--- src/rtl/mips_cpu_bus_pkg.sv ---
// rtl/mips_cpu_bus_pkg.sv - shared types and helpers for the CPU Avalon bus path
package mips_cpu_bus_pkg;

   typedef enum logic [1:0] {
      SIZE_BYTE = 2'b00,
      SIZE_HALF = 2'b01,
      SIZE_WORD = 2'b10
   } size_e;

   typedef enum logic [1:0] {
      IDLE,
      BUS,
      ERR,
      RESP
   } state_e;

   // Size 2'b11 is never legal; half and word must sit on their natural boundary.
   function automatic logic is_aligned(input logic [1:0] size, input logic [1:0] off);
      case (size)
         SIZE_BYTE: is_aligned = 1'b1;
         SIZE_HALF: is_aligned = ~off[0];
         SIZE_WORD: is_aligned = (off == 2'b00);
         default:   is_aligned = 1'b0;
      endcase
   endfunction

endpackage

--- src/rtl/mips_cpu_bus_lane_align.sv ---
// rtl/mips_cpu_bus_lane_align.sv - byte-lane enables, store shifting and load extension
module mips_cpu_bus_lane_align
   import mips_cpu_bus_pkg::*;
(
   input  logic [1:0]  size,
   input  logic [1:0]  off,
   input  logic        sgn,
   input  logic [31:0] wdata,
   input  logic [31:0] rdata,
   output logic [3:0]  byteenable,
   output logic [31:0] wdata_lane,
   output logic [31:0] rdata_ext
);

   logic [31:0] rdata_shift;

   assign rdata_shift = rdata >> {off, 3'b000};
   assign wdata_lane  = wdata << {off, 3'b000};

   always_comb begin
      byteenable = 4'b0000;
      rdata_ext  = 32'h0;
      case (size)
         SIZE_BYTE: begin
            byteenable = 4'b0001 << off;
            rdata_ext  = {{24{sgn & rdata_shift[7]}}, rdata_shift[7:0]};
         end
         SIZE_HALF: begin
            byteenable = 4'b0011 << off;
            rdata_ext  = {{16{sgn & rdata_shift[15]}}, rdata_shift[15:0]};
         end
         SIZE_WORD: begin
            byteenable = 4'b1111;
            rdata_ext  = rdata;
         end
         default: begin
            byteenable = 4'b0000;
            rdata_ext  = 32'h0;
         end
      endcase
   end

endmodule

--- src/rtl/mips_cpu_avalon_master.sv ---
// rtl/mips_cpu_avalon_master.sv - single-outstanding Avalon-MM initiator for core loads/stores
module mips_cpu_avalon_master #(
   parameter int STALL_LIMIT = 64
) (
   input  logic        clk,
   input  logic        reset,
   input  logic        req_valid,
   output logic        req_ready,
   input  logic        req_write,
   input  logic [1:0]  req_size,
   input  logic        req_signed,
   input  logic [31:0] req_addr,
   input  logic [31:0] req_wdata,
   output logic        resp_valid,
   output logic        resp_err,
   output logic [31:0] resp_rdata,
   output logic [31:0] address,
   output logic [3:0]  byteenable,
   output logic        read,
   output logic        write,
   output logic [31:0] writedata,
   input  logic        waitrequest,
   input  logic [31:0] readdata,
   output logic        stall_timeout
);
   import mips_cpu_bus_pkg::*;

   localparam int CW = $clog2(STALL_LIMIT + 1);

   state_e        state, state_next;
   logic [CW-1:0] wait_cnt, wait_cnt_d;
   logic [1:0]    off_q, off_d, size_q, size_d;
   logic          sgn_q, sgn_d;
   logic [31:0]   address_d, writedata_d, resp_rdata_d;
   logic [3:0]    byteenable_d;
   logic          read_d, write_d, resp_valid_d, resp_err_d, stall_d;

   logic [1:0]    la_size, la_off;
   logic          la_sgn;
   logic [3:0]    la_be;
   logic [31:0]   la_wdata, la_rdata;

   assign req_ready = (state == IDLE);

   // One aligner serves both phases: request fields while idle, latched fields afterwards.
   assign la_size = (state == IDLE) ? req_size       : size_q;
   assign la_off  = (state == IDLE) ? req_addr[1:0]  : off_q;
   assign la_sgn  = (state == IDLE) ? req_signed     : sgn_q;

   mips_cpu_bus_lane_align u_align (
      .size       (la_size),
      .off        (la_off),
      .sgn        (la_sgn),
      .wdata      (req_wdata),
      .rdata      (readdata),
      .byteenable (la_be),
      .wdata_lane (la_wdata),
      .rdata_ext  (la_rdata)
   );

   always_comb begin
      state_next   = state;
      wait_cnt_d   = wait_cnt;
      off_d        = off_q;
      size_d       = size_q;
      sgn_d        = sgn_q;
      address_d    = address;
      byteenable_d = byteenable;
      writedata_d  = writedata;
      read_d       = read;
      write_d      = write;
      resp_valid_d = resp_valid;
      resp_err_d   = resp_err;
      resp_rdata_d = resp_rdata;
      stall_d      = stall_timeout;
      case (state)
         IDLE: begin
            if (req_valid) begin
               if (!is_aligned(req_size, req_addr[1:0])) begin
                  state_next = ERR;
               end else begin
                  address_d    = {req_addr[31:2], 2'b00};
                  byteenable_d = la_be;
                  writedata_d  = la_wdata;
                  read_d       = ~req_write;
                  write_d      = req_write;
                  off_d        = req_addr[1:0];
                  size_d       = req_size;
                  sgn_d        = req_signed;
                  state_next   = BUS;
               end
            end
         end
         BUS: begin
            if (waitrequest) begin
               if (wait_cnt != CW'(STALL_LIMIT))
                  wait_cnt_d = wait_cnt + CW'(1);
               if (wait_cnt >= CW'(STALL_LIMIT - 1))
                  stall_d = 1'b1;
            end else begin
               read_d       = 1'b0;
               write_d      = 1'b0;
               wait_cnt_d   = '0;
               resp_valid_d = 1'b1;
               resp_err_d   = 1'b0;
               resp_rdata_d = read ? la_rdata : 32'h0;
               state_next   = RESP;
            end
         end
         ERR: begin
            resp_valid_d = 1'b1;
            resp_err_d   = 1'b1;
            resp_rdata_d = 32'h0;
            state_next   = RESP;
         end
         RESP: begin
            resp_valid_d = 1'b0;
            resp_err_d   = 1'b0;
            state_next   = IDLE;
         end
         default: state_next = IDLE;
      endcase
   end

   always_ff @(posedge clk or posedge reset) begin
      if (reset) begin
         state         <= IDLE;
         wait_cnt      <= '0;
         off_q         <= 2'b00;
         size_q        <= 2'b00;
         sgn_q         <= 1'b0;
         address       <= 32'h0;
         byteenable    <= 4'b0000;
         writedata     <= 32'h0;
         read          <= 1'b0;
         write         <= 1'b0;
         resp_valid    <= 1'b0;
         resp_err      <= 1'b0;
         resp_rdata    <= 32'h0;
         stall_timeout <= 1'b0;
      end else begin
         state         <= state_next;
         wait_cnt      <= wait_cnt_d;
         off_q         <= off_d;
         size_q        <= size_d;
         sgn_q         <= sgn_d;
         address       <= address_d;
         byteenable    <= byteenable_d;
         writedata     <= writedata_d;
         read          <= read_d;
         write         <= write_d;
         resp_valid    <= resp_valid_d;
         resp_err      <= resp_err_d;
         resp_rdata    <= resp_rdata_d;
         stall_timeout <= stall_d;
      end
   end

endmodule
--- config.mk ---
export PLATFORM = sky130hd
export DESIGN_NAME = mips_cpu_avalon_master
export DESIGN_NICKNAME = d
export VERILOG_FILES = /design/src/rtl/mips_cpu_bus_pkg.sv /design/src/rtl/mips_cpu_bus_lane_align.sv /design/src/rtl/mips_cpu_avalon_master.sv
export SDC_FILE = /design/constraint.sdc
export NUM_CORES = 1
export LEC_CHECK = 0
export ABC_AREA = 1
export BUFFER_PORTS_ARGS = -buffer_cell sky130_fd_sc_hd__buf_2
export CELL_PAD_IN_SITES_DETAIL_PLACEMENT = 0
export CELL_PAD_IN_SITES_GLOBAL_PLACEMENT = 1
export CORE_MARGIN = 3
export CORE_UTILIZATION = 39
export CTS_BUF_LIST = sky130_fd_sc_hd__clkbuf_4 sky130_fd_sc_hd__clkbuf_8 sky130_fd_sc_hd__clkbuf_16
export DETAILED_ROUTE_END_ITERATION = 16
export PLACE_DENSITY = 0.84
export REMOVE_ABC_BUFFERS = 1
export SLEW_MARGIN = 5
export SYNTH_ARGS = -nofsm -noshare
export SYNTH_HDL_FRONTEND = slang
export SYNTH_HIERARCHICAL = 1
export SYNTH_SLANG_ARGS = --single-unit
--- constraint.sdc ---
create_clock -name clk -period 7.87 [get_ports clk]
set_input_delay 0 -clock clk [delete_from_list [all_inputs] [get_ports clk]]
set_output_delay 0 -clock clk [all_outputs]
set_load 0.01 [all_outputs]
Word level (Yosys, flattened, before mapping) --
Index checks and enable logic that the tools add are counted.
Word-level totals: output and inout bits 106, memory bits (writable) 0, flip-flop bits (word level) 117, ROM bits 0, memories kept 0, input bits 104, word-level logic and storage cells 77, bits in latches 0
Cells by class: equality and inequality tests 12, divide/modulo/power cells 0, mux-type cells 27, order comparisons 1, shift-type cells 4, reductions and logical operators 14, multiply operators 0, add/sub/neg operators 1, bitwise gates (word level) 4
Operator list (number):
- $pmux 32 s3 | 1
- $mux 32 | 2
- $pmux 32 s2 | 1
- $shl 32x5->32 | 1
- $shr 32x5->16 | 1
- $mux 7 | 2
- $pmux 4 s3 | 1
- $mux 2 | 5
- $mux 1 | 9
- $pmux 1 s3 | 3
- $eq 2x2->1 const B | 4
- $logic_not 2->1 | 4
- $pmux 2 s4 | 1
- $reduce_and 2->1 | 4
- $add 7x1->7 const B | 1
- $ge 7x6->1 const B | 1
- $ne 7x7->1 const B | 1
- $eq 2x1->1 const B | 3
- $reduce_and 3->1 | 2
- $ne 2x1->1 const B | 2
- $ne 2x2->1 const B | 2
- $pmux 1 s2 | 2
- $reduce_and 4->1 | 1
- $reduce_bool 2->1 | 2
- 5 further kinds | 7

Depth between registers and ports, before layout --
Gate-level depths: netlist of run 1.
depth in word-level cells 8, depth in mapped cells 16, gate-level depth less buffers 13

Cells and area by module --
The synthesis of run 1 kept the hierarchy.
Modules (own cells, without submodules):
- mips_cpu_avalon_master | times used 1, area each 5079.9 sq um, sequential area each 2927.8 sq um, cells an instance 561
- mips_cpu_bus_lane_align | times used 1, area each 1411.4 sq um, sequential area each 0.0 sq um, cells an instance 274

Worst setup path before layout of run 1 --
OpenSTA, ideal clock, no wires.
kind reg2reg, start reg state[0], end reg resp_rdata[19], slack 5.241 ns, period minus slack after synthesis 2.629 ns, arrival time 2.508 ns, path buffers 3, library setup time 0.120 ns, stages on the path, launching flop included 15, data required time 7.750 ns, cell sequence dfrtp_1 -> inv_1 -> ha_1 -> inv_2 -> clkbuf_1 -> o21ai_0 -> buf_6 -> nand2_1 -> nand3_1 -> nand2_2 -> nand2_4 -> buf_6 -> nand3_2 -> nand3_1 -> nand2_1
On the way: word-level cells in the longest chain between the ends 8, elaborated cells on any way between the ends 19, classes of those cells eq/ne: 5; shift: 1; mux: 7; bitwise: 2; reduce/logical: 4
Ends and longest elaborated chain:
- from (decl) | line mips_cpu_avalon_master.sv:30 | state_e state, state_next;
- from (signal assigned) | line mips_cpu_avalon_master.sv:142 | state <= state_next;
- $logic_not 2->1 (*)
- net req_ready | line mips_cpu_avalon_master.sv:8 | output logic req_ready,
- $mux 2 (*) | line mips_cpu_avalon_master.sv:47 | assign la_off = (state == IDLE) ? req_addr[1:0] : off_q;
- net la_off[0] | line mips_cpu_avalon_master.sv:38 | logic [1:0] la_size, la_off;
- $shr 32x5->16 (*) | line mips_cpu_bus_lane_align.sv:17 | assign rdata_shift = rdata >> {off, 3'b000};
- $and 1x1->1 (on tied branches) | line mips_cpu_bus_lane_align.sv:30, mips_cpu_bus_lane_align.sv:26
- $pmux 32 s3 (*) | line mips_cpu_bus_lane_align.sv:23 | case (size)
- net la_rdata[19] | line mips_cpu_avalon_master.sv:41 | logic [31:0] la_wdata, la_rdata;
- $mux 32 (*) | line mips_cpu_avalon_master.sv:106 | resp_rdata_d = read ? la_rdata : 32'h0;
- $mux 32 (*) | line mips_cpu_avalon_master.sv:95 | if (waitrequest) begin
- $pmux 32 s2 (*) | line mips_cpu_avalon_master.sv:76 | case (state)
- to (signal assigned) | line mips_cpu_avalon_master.sv:154 | resp_rdata <= resp_rdata_d;
- to (decl) | line mips_cpu_avalon_master.sv:16 | output logic [31:0] resp_rdata,
Mark *: on every way through the listed nets, which the timed path passes. The rest lies on a longest branch. The select of a mux whose other input is x is not followed. A chain may end at the register's enable or synchronous reset.

Final worst setup path of run 1 --
start reg state[0], end reg resp_rdata[18]
On the way: word-level cells in the longest chain between the ends 8, elaborated cells on any way between the ends 19, classes of those cells eq/ne: 5; shift: 1; mux: 7; bitwise: 2; reduce/logical: 4
Ends and longest elaborated chain (line):
- $logic_not 2->1 (*) | mips_cpu_avalon_master.sv:47
- $mux 2 (*) | mips_cpu_avalon_master.sv:47
- net la_off[0] | mips_cpu_avalon_master.sv:38
- $shr 32x5->16 (*) | mips_cpu_bus_lane_align.sv:17
- $and 1x1->1 (on tied branches) | mips_cpu_bus_lane_align.sv:30, mips_cpu_bus_lane_align.sv:26
- $pmux 32 s3 (*) | mips_cpu_bus_lane_align.sv:23
- net la_rdata[18] | mips_cpu_avalon_master.sv:41
- $mux 32 (*) | mips_cpu_avalon_master.sv:106
- $mux 32 (*) | mips_cpu_avalon_master.sv:95
- $pmux 32 s2 (*) | mips_cpu_avalon_master.sv:76
Marks and branches as above.

==> results of run 1 <==
## state kept, by name, indices dropped and copies added (netlist names)
signal / flops
writedata: 32
stall_timeout: 1
read: 1
resp_err: 1
wait_cnt: 7
off_q: 2
resp_valid: 1
state: 2
size_q: 2
resp_rdata: 32
sgn_q: 1
address: 30
write: 1
byteenable: 4
## stage by stage
| step | area (um2) | worst slack [ns] | power, mW | hold slack (ns) |
|---|---|---|---|---|
| global route | 8920 | 4.135 | 3.851 | 0.05035 |
| floorplan | 6160 | 2.177 | 2.169 | 0.1332 |
| global placement | 7531 | 4.620 | 2.773 | 0.2318 |
| finish | 8920 | 4.510 | 3.547 | 0.02272 |
| detailed placement | 7531 | 4.528 | 2.787 | 0.2374 |
| CTS | 8920 | 4.528 | 3.579 | 0.006044 |
## layout make-up
class	instances	area, um2	share of cell area, %
sequential	117	2928	32.82
inverter	111	421.7	4.727
clock buffer	25	510.5	5.723
clock inverter	4	47.55	0.5330
multi-input combinational	557	2830	31.73
timing repair buffer	296	1912	21.43
tap	216	270.3	3.030
## path summary, 6_finish.rpt
path	startpoint	to	slack (ns)	cells after the start
max reg2reg	state[0]	resp_rdata[18]	4.51	14
min in group asynchronous	reset	address[29]	0.33	3
min reg2reg	stall_timeout	stall_timeout	0.46	1
min	req_wdata[23]	writedata[23]	0.02	5
max in group asynchronous	reset	resp_rdata[2]	6.33	4
max	state[0]	resp_rdata[18]	4.51	14
## cell usage after synthesis
cell	count
nand2_4	2
nand2_1	223
inv_2	12
o21ai_1	66
nand2_2	11
ha_1	6
inv_4	1
nand3_1	61
mux2_2	1
clkbuf_2	1
o22ai_1	16
xor2_1	2
conb_1	1
o211ai_1	15
nor2_2	1
dfrtp_1	117
inv_1	98
a21oi_1	1
clkbuf_1	17
nand4_1	1
mux2i_1	8
buf_2	15
a21o_1	1
a31oi_1	1
nor2_4	4
buf_6	15
nand3_2	15
nand3_4	2
nor2_1	43
o21ai_2	12
buf_4	3
or2_2	1
o21ai_0	62
## report_power, final
| group | switching [mW] | total, mW | internal, mW |
|---|---|---|---|
| Combinational | 1.18 | 1.82 | 0.641 |
| Clock | 0.261 | 0.736 | 0.475 |
| Sequential | 0.135 | 0.992 | 0.857 |
| Total | 1.57 | 3.55 | 1.97 |
## cells in the final DEF (no fill, tap or decap), types with 4 or more instances in the layout
cell	count
o21ai_2	13
clkbuf_8	4
buf_2	207
nand3_1	61
ha_1	6
o21ai_1	66
mux2i_1	8
nand3_2	15
o211ai_1	15
dfrtp_1	117
nor2_4	4
nand2_2	11
inv_1	97
nor2_1	42
dlygate4sd3_1	83
inv_2	12
o21ai_0	60
clkbuf_4	4
buf_4	6
nand2_1	223
o22ai_1	16
clkbuf_16	17
## worst max-delay path: stages (launching register included)
cell and delay [ns]:
dfrtp_1 0.39, inv_1 0.08, ha_1 0.32, inv_2 0.24, nand2_1 0.13, o21ai_4 0.07
buf_4 0.44, inv_2 0.44, nand2_1 0.17, nand3_1 0.07, nand2_1 0.11, nand3_2 0.43
nand3_1 0.22, nand3_1 0.09, nand2_1 0.09
## layer usage
layer / part of all wire, % / vias up / GRT usage [%] / wire length, um
met2: 48 / 180 / 34.44 / 9250
met3: 5.0 / 33 / 4.210 / 969
met4: 2.0 / 0 / 8.343 / 396
met1: 45 / 2992 / 28.37 / 8713
met5: 0 / - / 0 / 0
li1: - / 3208 / - / -
## cells by family (layout without fill, tap and decap cells)
family	Yosys count	after routing	synth area share, %
buf+inv	162	436	11.62
fa+ha+maj	6	6	1.156
xor+xnor	2	2	0.2699
flops	117	117	45.10
simple gates	364	364	25.33
compound gates	174	174	15.05
other cells	1	2	0.05777
mux	9	9	1.407
==> summary.md, run 1 <==
| Metric | Value |
|---|---|
| Status | finished clean |
| Clk slew on worst S/H paths | 0.05 ns |
| Hold buffer count at CTS | 83 |
| Worst-Skew Late Latency | 0.41 ns |
| CTS-repair resized insts | 0 |
| Initial antenna violation count | 0 |
| CTS Buf Count | 17 |
| Synth-to-Final Area Change | 37.41% |
| Area of the mapped netlist | 0.006491 mm2 |
| Syn Inst Count | 835 |
| Max_slew headroom | 43.85% |
| Share of cells above drive strength 1 | 27.75% |
| Slew Limit Fails | 0 |
| Max-capacitance violation count | 0 |
| P per Cell Area | 397.6 mW/mm2 |
| Setup Skew | 0.008123 ns |
| Root Buffer | clkbuf_16 |
| Initial DRC Count | 320 |
| Sequential area share after synthesis | 45.10% |
| Via count | 6413 |
| Gr usage total | 21.33% |
| Fin crit share | 42.69% |
| CORE AREA | 0.01606 mm2 |
| Port bufs | 207 |
| Worst min-delay path category | in -> reg |
| Share of the synthesized area in the top cell type | 45.10% |
| CP Launch Type | flop |
| Crit path DAT | 3.71 ns |
| Detailed-route DRC error count | 0 |
| Setup CP Type | reg -> reg |
| Largest net degree at the start of global routing | 85 |
| Antenna Cells | 0 |
| Post-DRT Antenna Nets | 0 |
| Crit-path max FO | 48 |
| CTS Buffer Depth | 2 |
| Clock Sinks | 117 |
| Die Height | 135.0 um |
| Worst slew pin tran | 0.8423 ns |
| Die ar. | 0.01823 mm2 |
| TNS Setup | 0 ns |
| Setup Buffers After CTS | 0 |
| WP data required | 8.22 ns |
| Worst VDD drop | 0.1859 mV |
| Cell Rows | 46 |
| Post-synthesis cell type count | 33 |
| Via density | 4.836 |
| CTS tree | yes |
| Synth top area cells | dfrtp_1, nand2_1, inv_1 |
| Fmax | 0.2976 GHz |
| Fin cells | 1326 |
| Fill count | 1540 |
| Grt ovf | 0 |
| HPWL after DPL | 12.35 mm |
| Yosys top cell by area | dfrtp_1 |
| Die Wd | 135.0 um |
| 1st-pass router iterations | 5 |
| I/O pin count | 210 |
| Tmin final | 3.360 ns |
| Crit. End Element | flop |
| Cells after DPL | 1214 |
| Fin. Hold Viols | 0 |
| Wirelength, routed | 19.33 mm |
| Syn avg cell area | 7.774 um2 |
| CTS HTree Levels | 4 |
| Leakage | 4.993 nW |
| Starting Density | 40.42% |
| Vias in the first global route | 6177 |
| Routed WL per cell | 14.58 um |
| Global-route wire length before repair | 31.31 mm |
| FF+latch count, synth | 117 |
| RSZ-0062 raised after global routing | no |
| Synth warn | 6 |
| Final core utilization | 55.55% |
| Setup violations, final | 0 |
| Routability cong. | 0.8167 |
| Fin nets | 1210 |
No activity file was read; power rests on OpenSTA's default activity.
==> run 2: changes to the inputs <==
--- a/config.mk
+++ b/config.mk
@@ -5,15 +5,15 @@
 export SDC_FILE = /design/constraint.sdc
 export NUM_CORES = 1
 export LEC_CHECK = 0
-export ABC_AREA = 1
+export ABC_AREA = 0
 export BUFFER_PORTS_ARGS = -buffer_cell sky130_fd_sc_hd__buf_2
 export CELL_PAD_IN_SITES_DETAIL_PLACEMENT = 0
 export CELL_PAD_IN_SITES_GLOBAL_PLACEMENT = 1
 export CORE_MARGIN = 3
-export CORE_UTILIZATION = 39
+export CORE_UTILIZATION = 38
 export CTS_BUF_LIST = sky130_fd_sc_hd__clkbuf_4 sky130_fd_sc_hd__clkbuf_8 sky130_fd_sc_hd__clkbuf_16
 export DETAILED_ROUTE_END_ITERATION = 16
-export PLACE_DENSITY = 0.84
+export PLACE_DENSITY = 0.79
 export REMOVE_ABC_BUFFERS = 1
 export SLEW_MARGIN = 5
 export SYNTH_ARGS = -nofsm -noshare
==> constraint.sdc (replaced) <==
create_clock -name clk -period 3.2 [get_ports clk]
set_input_delay 0 -clock clk [delete_from_list [all_inputs] [get_ports clk]]
set_output_delay 0 -clock clk [all_outputs]
set_load 0.01 [all_outputs]
==> run 2 against run 1 <==
  * Final cell count shrank 16%
  * Hold slack worse by 0.0084 ns
  * Die area shrank 2.2%
  * Routed wire length fell by 5.9%
  * Sequential share of layout area is 0.65 points higher
  * Highest routed layer unchanged
  * Critical endpoint is now resp_rdata[11]
==> summary.md, run 2 <==
| Metric | Value |
|---|---|
| Status | finished clean |
| Post-synthesis cell type count | 50 (+52%) |
| Cell Rows | 45 (-2.2%) |
| Antenna Cells | 0 (unchanged) |
| Critical path startpoint | state[1] |
| M3 GR Usage | 4.985% (+0.77 points) |
| Initial antenna violation count | 0 (unchanged) |
| Syn Inst Count | 614 (-26%) |
| CTS Buf Count | 17 (unchanged) |
| Synth warn | 6 (unchanged) |
| Crit-path max FO | 16 (-67%) |
| Top Registers | resp_rdata (32), writedata (32), address (30) |
| Worst-Skew Late Latency | 0.41 ns (about the same) |
| FF+latch count, synth | 117 (unchanged) |
| Fin. Hold Viols | 0 (unchanged) |
| CTS-repair resized insts | 0 (unchanged) |
| Root Buffer | clkbuf_16 |
| Fmax | 0.3539 GHz (+19%) |
| Crit path DAT | 3.15 ns (-0.56 ns) |
| Count leader, synth | dfrtp_1 |
| HPWL after DPL | 12.38 mm (+0.25%) |
| Syn avg cell area | 10.07 um2 (+29%) |
| Ys async rst share | 100.0% (unchanged) |
| Critical register-to-register path startpoint | state[1] |
| Wirelength, routed | 18.18 mm (-5.9%) |
| Fin nets | 996 (-18%) |
| Sequential area share after synthesis | 47.37% (+2.3 points) |
| Number of synthesized flops with an enable pin | 0 (unchanged) |
| Worst Setup EP | resp_rdata[11] |
| Starting Density | 39.77% (-0.65 points) |
| Tmin final | 2.826 ns (-0.5341 ns) |
| Fin crit share | 88.30% (+46 points) |
| Setup violations, final | 0 (unchanged) |
| RSZ-0062 raised after global routing | no |
| TNS Setup | 0 ns (unchanged) |
| Worst VDD drop | 0.5650 mV (+200%) |
| Crit. End Element | flop |
| Area of the mapped netlist | 0.006181 mm2 (-4.8%) |
| Vias in the first global route | 5817 (-5.8%) |
| Share of cells above drive strength 1 | 38.02% (+10 points) |
| Synth top area cells | dfrtp_1, mux2_2, nand2_1 |
| Clk slew on worst S/H paths | 0.06 ns (about the same) |
| Place WS | 0.4292 ns (-4.099 ns) |
| Top FF cell, synth | dfrtp_1 |
| Worst slew pin tran | 0.9742 ns (+0.1319 ns) |
| Clock Sinks | 117 (unchanged) |
| Final WS setup | 0.3744 ns (-4.136 ns) |
| CTS Buffer Depth | 2 (unchanged) |
| WP data required | 3.52 ns (-4.70 ns) |
| Worst min-delay path category | in -> reg |
| CTS tree | yes |
| GR met2 Demand/Resource | 34.14% (-0.29 points) |
| Via density | 5.102 (+5.5%) |
| I/O pin count | 210 (unchanged) |
| 1st-pass router iterations | 5 (unchanged) |
| Detailed-route DRC error count | 0 (unchanged) |
| Setup Skew | 0.007430 ns (-0.0006929 ns) |
| Die Height | 133.5 um (-1.1%) |
| Leakage | 4.212 nW (-16%) |
| Global-route wire length before repair | 29.74 mm (-5.0%) |
| Met1 Usage GRT | 25.78% (-2.6 points) |
| Routed WL per cell | 16.41 um (+13%) |
| CP Launch Type | flop |
| R2r endpoint | resp_rdata[11] |
| Die ar. | 0.01783 mm2 (-2.2%) |
| Commonest non-fill, non-tap cells in the layout | buf_2, dfrtp_1, nand2_1, o21ai_0, mux2_2 |
| Post-DRT Antenna Nets | 0 (unchanged) |
| R2R cell count | 10 (-4) |
| Share of the synthesized area in the top cell type | 47.37% (+2.3 points) |
| P per Cell Area | 972.8 mW/mm2 (+140%) |
| Routability cong. | 0.8407 (+2.9%) |
| Die Wd | 133.5 um (-1.1%) |
| Synth-to-Final Area Change | 41.50% |
| Slew Limit Fails | 0 (unchanged) |
| Commonest non-fill, non-tap cell in the layout | buf_2 |
| Gr usage total | 20.70% (-0.62 points) |
| R2R setup slack | 0.37 ns (-4.14 ns) |
| Top Usage Layer GRT | met2 |
| CTS HTree Levels | 4 (unchanged) |
| Largest net degree at the start of global routing | 72 (-15%) |
| Post-synth top cells | dfrtp_1, nand2_1, o21ai_0, mux2_2, mux2i_1 |
| CORE AREA | 0.01554 mm2 (-3.2%) |
| Via count | 5653 (-12%) |
| Max_slew headroom | 34.74% (-9.1 points) |
| Max-capacitance violation count | 0 (unchanged) |
| Initial DRC Count | 361 (+13%) |
| Grt ovf | 0 (unchanged) |
| Port bufs | 207 (unchanged) |
| Setup CP Type | reg -> reg |
| Yosys top cell by area | dfrtp_1 |
[run 2: area by class of cell]
class	count	area [um2]
timing repair buffer	295	1907
sequential	117	2928
clock buffer	22	488.0
inverter	12	47.55
multi-input combinational	443	2964
fill	1378	6794
clock inverter	8	147.6
tap	211	264.0
[run 2: through the flow]
step           std cells  util, %  area, um2  power, mW  hold WS [ns]
6_report            1108    56.28       8746      8.508       0.01428
4_1_cts             1108    56.28       8746      8.547     0.0006970
5_1_grt             1108    56.28       8746      9.122       0.01988
2_1_floorplan        572        -       5932      4.903        0.1318
3_5_place_dp        1004    47.42       7370      6.390        0.1400
3_3_place_gp        1004    47.42       7370      6.273        0.1331
[run 2: critical path, cell delays in order (launching register included)]
cell and delay [ns]:
dfrtp_1 0.40, inv_1 0.11, ha_1 0.24, buf_4 0.23
mux2_2 0.47, or3_4 0.40, o22ai_2 0.21, nand2_1 0.27
nand3_1 0.17, nand2_1 0.06, o21ai_0 0.16
[run 2: report_power, final]
part | switching (mW) | internal, mW
logic | 2.37 | 1.71
registers | 0.309 | 2.07
clock network | 0.664 | 1.38
total | 3.35 | 5.16
[run 2: worst min path at each step]
stage / to / start / depth (start not counted) / slack, ns
2_1_floorplan: address[10] / req_addr[10] / 1 / 0.13
3_3_place_gp: address[25] / reset / 2 / 0.13
3_5_place_dp: address[25] / reset / 2 / 0.14
4_1_cts: state[0] / req_valid / 4 / 0.0007
5_1_grt: writedata[13] / req_wdata[13] / 4 / 0.02
6_report: writedata[8] / req_wdata[8] / 4 / 0.01
[run 2: layer usage]
metal  vias to the layer above  part of all wire, %
met4                         0                  3.1
met1                      2753                   42
met2                       183                   49
li1                       2671                    -
met5                         -                    0
met3                        46                  5.3
[run 2: cells by family after synthesis]
family,count (synthesis),synth area share [%]
simple gates,189,13.66
fa+ha+maj,6,1.215
mux,109,19.35
other cells,1,0.06067
compound gates,137,13.52
buf+inv,55,4.818
flops,117,47.37
[run 2: timing repair]
| action | CTS | global route |
|---|---|---|
| hold buffers | 74 | 0 |
| hold endpoints to repair | 128 | 0 |
| setup buffers | 0 | 0 |
==> run 3: changes to the inputs <==
--- a/config.mk
+++ b/config.mk
@@ -5,15 +5,15 @@
 export SDC_FILE = /design/constraint.sdc
 export NUM_CORES = 1
 export LEC_CHECK = 0
-export ABC_AREA = 0
+export ABC_AREA = 1
 export BUFFER_PORTS_ARGS = -buffer_cell sky130_fd_sc_hd__buf_2
 export CELL_PAD_IN_SITES_DETAIL_PLACEMENT = 0
 export CELL_PAD_IN_SITES_GLOBAL_PLACEMENT = 1
 export CORE_MARGIN = 3
-export CORE_UTILIZATION = 38
+export CORE_UTILIZATION = 37
 export CTS_BUF_LIST = sky130_fd_sc_hd__clkbuf_4 sky130_fd_sc_hd__clkbuf_8 sky130_fd_sc_hd__clkbuf_16
 export DETAILED_ROUTE_END_ITERATION = 16
-export PLACE_DENSITY = 0.79
+export PLACE_DENSITY = 0.8
 export REMOVE_ABC_BUFFERS = 1
 export SLEW_MARGIN = 5
 export SYNTH_ARGS = -nofsm -noshare
==> run 3 against run 2 <==
  * Cell area is 3.6% higher
  * Routed wire length is 4.2% higher
  * Utilization is 2.6 points lower
  * Power is 5.4% higher
  * Clock skew hardly changed
  * Sequential share of layout area is 1.2 points lower
  * Register-to-register slack hardly changed
  * Via count is 11% higher
  * Count of clock-buffer cells in the layout stayed put
  * Final cell count is 21% higher
  * Non-clock buffer count is 10 higher
  * First-iteration DRC count is 24% lower
  * Critical endpoint is now resp_rdata[16]
  * Largest cell class is now registers
  * Largest power group unchanged
==> summary.md, run 3 (synthesized netlist as in run 1, its figures left out) <==
| Metric | Value |
|---|---|
| Worst slew pin tran | 0.6287 ns (-0.3455 ns) |
| Worst hold stages | 5 (+1) |
| Share of cells above drive strength 1 | 28.52% (-9.5 points) |
| Status | finished clean |
| Port bufs | 207 (unchanged) |
| Setup violations, final | 0 (unchanged) |
| Slew Limit Fails | 0 (unchanged) |
| Routed WL per cell | 14.12 um (-14%) |
| Synth-to-Final Area Change | 39.53% |
| Clk slew on worst S/H paths | 0.06 ns (about the same) |
| Fin. Hold Viols | 0 (unchanged) |
| Via count | 6286 (+11%) |
| 1st-pass router iterations | 5 (unchanged) |
| Wirelength, routed | 18.95 mm (+4.2%) |
| CTS Buffer Depth | 2 (unchanged) |
| Root Buffer | clkbuf_16 |
| Global-route wire length before repair | 31.22 mm (+5.0%) |
| Fin crit share | 88.45% (+0.15 points) |
| Detailed-route DRC error count | 0 (unchanged) |
| Via density | 4.684 (-8.2%) |
| Leakage | 5.075 nW (+20%) |
| R2R setup slack | 0.37 ns (about the same) |
| Worst Hold Slack | 0.01711 ns (+0.002832 ns) |
| Worst Hold Launch | readdata[1] |
| Die ar. | 0.01917 mm2 (+7.5%) |
| Hold Path End | resp_rdata[1] |
| Clock Sinks | 117 (unchanged) |
| Critical register-to-register path startpoint | state[0] |
| HPWL after DPL | 12.76 mm (+3.1%) |
| Overall power | 8.966 mW (+5.4%) |
| I/O pin count | 210 (unchanged) |
| Fin cells | 1342 (+21%) |
| Crit. End Element | flop |
| Commonest non-fill, non-tap cell in the layout | nand2_1 |
| CTS tree | yes |
| TNS Setup | 0 ns (unchanged) |
| Vias in the first global route | 6091 (+4.7%) |
| Grt ovf | 0 (unchanged) |
| Tmin final | 2.830 ns (+0.004733 ns) |
| Cell Rows | 47 (+4.4%) |
| R2R cell count | 12 (+2) |
| Starting Density | 38.46% (-1.3 points) |
| Max-capacitance violation count | 0 (unchanged) |
| Antenna Cells | 0 (unchanged) |
| CP Launch Type | flop |
| Crit path DAT | 3.18 ns (+0.03 ns) |
| P per Cell Area | 989.9 mW/mm2 (+1.8%) |
| Gr usage total | 19.82% (-0.89 points) |
| Largest net degree at the start of global routing | 71 (-1.4%) |
| Met1 Usage GRT | 26.33% (+0.55 points) |
| Commonest non-fill, non-tap cells in the layout | nand2_1, buf_2, dfrtp_1, inv_1, dlygate4sd3_1 |
| R2r endpoint | resp_rdata[16] |
| Worst-Skew Late Latency | 0.41 ns (about the same) |
| Cells after DPL | 1228 (+22%) |
| RSZ-0062 raised after global routing | no |
| Setup CP Type | reg -> reg |
| GR met2 Demand/Resource | 32.25% (-1.9 points) |
| WP data required | 3.55 ns (+0.03 ns) |
| Worst VDD drop | 0.5136 mV (-9.1%) |
| Initial antenna violation count | 0 (unchanged) |
| Fmax | 0.3533 GHz (-0.17%) |
| CTS Buf Count | 17 (unchanged) |
| Die Wd | 138.5 um (+3.7%) |
| Routability cong. | 0.8091 (-3.8%) |
| Top Registers | resp_rdata (32), writedata (32), address (30) |
| Setup Skew | 0.007000 ns (-0.0004300 ns) |
| Die Height | 138.5 um (+3.7%) |
| Top Usage Layer GRT | met2 |
| M3 GR Usage | 4.006% (-0.98 points) |
| CORE AREA | 0.01688 mm2 (+8.6%) |
| CTS HTree Levels | 4 (unchanged) |
| Crit-path max FO | 20 (+4) |
| Initial DRC Count | 274 (-24%) |
| Fin nets | 1219 (+22%) |
| Max_slew headroom | 58.09% (+23 points) |
| Setup Buffers After CTS | 0 (unchanged) |
| Worst min-delay path category | in -> reg |
| Post-DRT Antenna Nets | 0 (unchanged) |
==> run 3: worst max-delay path by stage <==
| stage | from | to | slack (ns) | depth (start not counted) |
|---|---|---|---|---|
| after global placement | state[0] | resp_rdata[16] | 0.52 | 12 |
| after detailed placement | state[0] | resp_rdata[16] | 0.34 | 12 |
| final | state[0] | resp_rdata[16] | 0.37 | 12 |
| after CTS | state[0] | resp_rdata[16] | 0.34 | 12 |
| after floorplan | state[0] | resp_rdata[16] | -2.49 | 12 |
| after global routing | state[0] | resp_rdata[17] | 0.002 | 12 |
==> run 3: metal layers <==
metal / part of all wire, % / vias to the layer above
met5: 0 / -
met4: 2.0 / 0
met3: 5.3 / 25
met2: 48 / 176
met1: 45 / 2851
li1: - / 3234
==> run 3: worst max-delay path, stage by stage (launching register included) <==
cell,delay [ns]
dfrtp_1,0.41
inv_1,0.11
ha_1,0.35
inv_2,0.18
o21ai_1,0.32
inv_4,0.18
nor2_4,0.24
nand2_1,0.07
nand2_1,0.11
nand3_2,0.40
nand3_1,0.21
nand3_1,0.09
nand2_1,0.08
==> run 3: report_power, final <==
group          internal (mW)  total, mW  switching, mW
Sequential              2.11       2.43          0.327
Clock                   1.28       1.94          0.657
Combinational           1.67       4.59           2.92
Total                   5.06       8.97           3.91
==> run 3: what timing repair did <==
action / CTS / global route
resized for setup: 0 / 0
setup endpoints to repair: 0 / 0
hold buffers: 82 / 0
hold endpoints to repair: 132 / 0
==> run 3: area by class of cell <==
type	count	area [um2]
Clock buffer	22	475.5
Clock inverter	10	128.9
Fill cell	1651	7820
Inverter	111	421.7
Multi-Input combinational cell	557	2826
Sequential cell	117	2928
Tap cell	220	275.3
Timing Repair Buffer	305	2002
==> run 3: through the flow <==
step / utilization (%) / setup slack (ns) / area [um2]
after floorplan: - / -2.493 / 6160
after global placement: 45.22 / 0.5172 / 7632
after detailed placement: 45.22 / 0.3438 / 7632
after CTS: 53.67 / 0.3372 / 9057
after global routing: 53.67 / 0.001789 / 9057
final: 53.67 / 0.3696 / 9057
